## config.mk

```make
export PLATFORM = sky130hd
export DESIGN_NAME = uart_tx
export DESIGN_NICKNAME = d
export VERILOG_FILES = /design/src/rtl/uart_tx.sv
export SDC_FILE = /design/constraint.sdc
export NUM_CORES = 1
export LEC_CHECK = 0
export CAP_MARGIN = 30
export CORE_ASPECT_RATIO = 1.1
export CORE_MARGIN = 2
export CORE_UTILIZATION = 35
export CTS_BUF_LIST = sky130_fd_sc_hd__clkbuf_4 sky130_fd_sc_hd__clkbuf_8
export DETAILED_ROUTE_END_ITERATION = 10
export SYNTH_ARGS = -nofsm -noshare
export SYNTH_HDL_FRONTEND = slang
export SYNTH_SLANG_ARGS = --single-unit
```

## constraint.sdc

```tcl
create_clock -name clk -period 2.08 [get_ports clk]
set_clock_uncertainty 0.1 [all_clocks]
set_input_delay 0.208 -clock clk [delete_from_list [all_inputs] [get_ports clk]]
set_output_delay 0.208 -clock clk [all_outputs]
set_load 0.05 [all_outputs]
```

## src/rtl/uart_tx.sv

```systemverilog
// rtl/uart_tx.sv - serial transmitter: start bit, LSB-first data, optional even parity, stop bit
module uart_tx #(
    parameter int CLKS_PER_BIT = 10,
    parameter int DATA_BITS    = 8,
    parameter bit PARITY_EN    = 1'b0
) (
    input  logic                 clk,
    input  logic                 n_rst,
    input  logic [DATA_BITS-1:0] tx_data,
    input  logic                 tx_valid,
    output logic                 tx_ready,
    output logic                 serial_out,
    output logic                 tx_done
);
    localparam int BAUD_W = (CLKS_PER_BIT > 1) ? $clog2(CLKS_PER_BIT) : 1;
    localparam int BIT_W  = $clog2(DATA_BITS);
    localparam logic [BAUD_W-1:0] BAUD_LAST = BAUD_W'(CLKS_PER_BIT - 1);
    localparam logic [BAUD_W-1:0] BAUD_PRE  = BAUD_W'(CLKS_PER_BIT - 2);
    localparam logic [BIT_W-1:0]  BIT_LAST  = BIT_W'(DATA_BITS - 1);

    typedef enum logic [2:0] {
        IDLE,
        START,
        DATA,
        PARITY,
        STOP
    } state_t;

    state_t               state;
    logic [BAUD_W-1:0]    baud_cnt;
    logic [BIT_W-1:0]     bit_cnt;
    logic [DATA_BITS-1:0] shift_reg;
    logic                 parity_bit;
    logic                 bit_end;

    assign bit_end = (baud_cnt == BAUD_LAST);

    // serial_out is loaded one edge ahead of each bit so the pad sees a flop output.
    always_ff @(posedge clk) begin
        if (!n_rst) begin
            state      <= IDLE;
            baud_cnt   <= '0;
            bit_cnt    <= '0;
            shift_reg  <= '0;
            parity_bit <= 1'b0;
            serial_out <= 1'b1;
            tx_ready   <= 1'b1;
            tx_done    <= 1'b0;
        end else begin
            tx_done <= 1'b0;
            if (state != IDLE) begin
                baud_cnt <= bit_end ? '0 : baud_cnt + BAUD_W'(1);
            end
            case (state)
                IDLE: begin
                    if (tx_valid && tx_ready) begin
                        shift_reg  <= tx_data;
                        parity_bit <= ^tx_data;
                        bit_cnt    <= '0;
                        baud_cnt   <= '0;
                        serial_out <= 1'b0;
                        tx_ready   <= 1'b0;
                        state      <= START;
                    end
                end
                START: begin
                    if (bit_end) begin
                        serial_out <= shift_reg[0];
                        state      <= DATA;
                    end
                end
                DATA: begin
                    if (bit_end) begin
                        if (bit_cnt == BIT_LAST) begin
                            bit_cnt <= '0;
                            if (PARITY_EN) begin
                                serial_out <= parity_bit;
                                state      <= PARITY;
                            end else begin
                                serial_out <= 1'b1;
                                state      <= STOP;
                            end
                        end else begin
                            bit_cnt    <= bit_cnt + BIT_W'(1);
                            shift_reg  <= shift_reg >> 1;
                            serial_out <= shift_reg[1];
                        end
                    end
                end
                PARITY: begin
                    if (bit_end) begin
                        serial_out <= 1'b1;
                        state      <= STOP;
                    end
                end
                STOP: begin
                    // Raised one edge early so the pulse lands on the last stop cycle.
                    if (baud_cnt == BAUD_PRE) begin
                        tx_done <= 1'b1;
                    end
                    if (bit_end) begin
                        tx_ready <= 1'b1;
                        state    <= IDLE;
                    end
                end
                default: begin
                    serial_out <= 1'b1;
                    tx_ready   <= 1'b1;
                    baud_cnt   <= '0;
                    state      <= IDLE;
                end
            endcase
        end
    end
endmodule

```

==> flow_summary.toml <==
[run_status]
status = "completed"

[setup_path]
r2r_end = "shift_reg[3]"
crit_required_ps = 2180
crit_path_end = "shift_reg[3]"
crit_fanout = 7
endpoint_kind = "flop"
rrSetupSlack_ps = 100
crit_start = "bit_cnt[0]"
worstReg2RegStart = "bit_cnt[0]"
path_class = "reg -> reg"
reg2regPathDepth = 5
critical_path_arrival_ps = 2080
critPathLaunchType = "flop"

[timing]
tns_ps = 0
setup_viol = 0
hold_viol_final = 0
rsz0062_at_grt = "false"
fin_crit_sh_pct = 95.2
slew_violations = 0
tightest_slew_ps = 495
period_minus_slack_ps = 1980
fmax_ghz = 0.505
fin_ws_ps = 99.7
slew_headroom_pct = 66.9

[grt]
grt_pass1_wl_microns = 4470
gr-usage-all-layers_pct = 15.4
grt_pass1_vias = 1015
grt_start_max_net_pins = 16
grt-ovfl-total = 0
grt_antenna_before_repair = 0

[die]
num_rows = 21
fp.dieW_microns = 57.5
core_sq_um = 3020
initial_core_util_pct = 36.4
dieArea_sq_um = 3610
die-height_microns = 62.8
ios = 14

[drt]
drtAntennaViolNets = 0
drc_errors = 0
viasPerCell = 5.79
wl_microns = 2590
drt-wirelength-per-cell_microns = 15.2
dr.first_iter.drc_count = 28
firstDrtPassIters = 4
vias = 985

[clocking]
root_buffer = "clkbuf_4"
cts_tree = "done"
cts_inserted_buffers = 3
cts_num_sinks = 21
clkTransAtPathRegs_ps = 120
ctsHoldBuffers = 0
clkLatencyLatePin_ps = 310
htree_num_levels = 1
clk_path_buf_depth = 2

[finish]
fin_nets = 153
stdcell_count = 170
diodes = 0
drive_gt1_share_pct = 12.5
areaGrowthSynthToFinish_pct = 23.3
finalCoreUtilization_pct = 44.9
largest_reg_flops = 8

[placed_design]
placed_cells = 166
hpwl_microns = 1930
pre_cts_ws_ps = 28.0
gp_congestion = 0.757
portBuffers = 13

[synthesis]
yosysMostFrequentCell = "dfxtp_1"
yosysTopAreaCell = "dfxtp_1"
synth_area_leaders = "dfxtp_1, o221a_1, ha_1"
synthCells = 120
netlist_top_cells_count = "dfxtp_1, nand3_1, clkbuf_1, nand2_1"
synth.distinct_cells = 34
avgSynthCellArea_sq_um = 9.18
synth-async-reset-ratio_pct = 0
seq_area_frac_synth_pct = 38.2
syn_nets = 136
ys_warn_count = 0
synth_ff_type = "dfxtp_1"
syn-cell-area_sq_um = 1100
synth-edff-count = 0
ys_ff_latch = 21
synth_top_area_share_pct = 38.2

[flow_run]
cap_violations = 0

[power_and_ir_drop]
p_leak_uw = 0.000497
worst_ir_drop_vdd_mv = 0.374
pwr_density_cell_nw_per_um2 = 605

[worst_hold_path]
hp-class = "reg -> reg"
==> cell families after synthesis <==
logic type | Yosys count | share of synthesized area (%)
compound gates | 33 | 24.5
fa+ha+maj | 5 | 5.68
buf+inv | 12 | 4.32
flops | 21 | 38.2
mux | 4 | 3.64
simple gates | 45 | 23.6
==> stage by stage <==
step	total power [uW]	hold slack, ps	cell area, sq um
global placement	611	349	1310
global route	863	399	1360
detailed placement	614	353	1310
CTS	827	371	1340
finish	822	366	1360
floorplan	553	262	1100
==> metal layers <==
layer	track usage, %	up-vias	wire length (microns)
met5	0	-	0
met4	2.62	0	10
met3	4.35	2	89
met2	27.0	17	1280
met1	18.6	470	1200
li1	-	496	-
==> final cells by class <==
class                   count  area (sq um)
inverters                   2          7.51
repair buffers             22           210
flip-flops and latches     21           420
clock buffers               4          30.0
multi-input cells          87           647
fillers                   296          1660
well taps                  34          42.5
==> where the power goes <==
part | internal, uW | switching (uW) | total (uW)
clock network | 87.9 | 126 | 214
logic | 79.4 | 83.4 | 163
registers | 426 | 19.2 | 445
total | 593 | 229 | 822
==> how the worst min path moves through the flow <==
stage | end | start | slack [ps] | cells past startpoint
3_5_place_dp | shift_reg[7] | shift_reg[7] | 350 | 2
4_1_cts | shift_reg[7] | shift_reg[7] | 370 | 2
5_1_grt | shift_reg[7] | shift_reg[7] | 400 | 2
2_1_floorplan | state[1] | n_rst | 260 | 2
6_report | shift_reg[7] | shift_reg[7] | 370 | 2
3_3_place_gp | shift_reg[7] | shift_reg[7] | 350 | 2
==> cell usage in the layout, fill, tap and decap left out, types with 3 or more instances in the layout <==
master	instances
clkdlybuf4s50_1	13
nand4b_1	3
o31a_1	7
o221a_1	7
nand3b_1	5
ha_1	5
nand2_1	8
o21ai_0	3
mux2i_1	4
a21oi_1	6
nor2_1	5
buf_4	8
clkbuf_4	4
dfxtp_1	21
nand3_1	11
==> worst max-delay path: stages, from the launching register on <==
cell and delay (ps):
dfxtp_1 350, ha_1 200, ha_1 190, or4b_4 510, or2_4 280, o221a_1 250
==> timing repair <==
item,in CTS,in global routing
resized for setup,1,3
cloned,0,0
setup endpoints to repair,4,7
buffers inserted,0,0
Power figures use the tool's default switching activity.
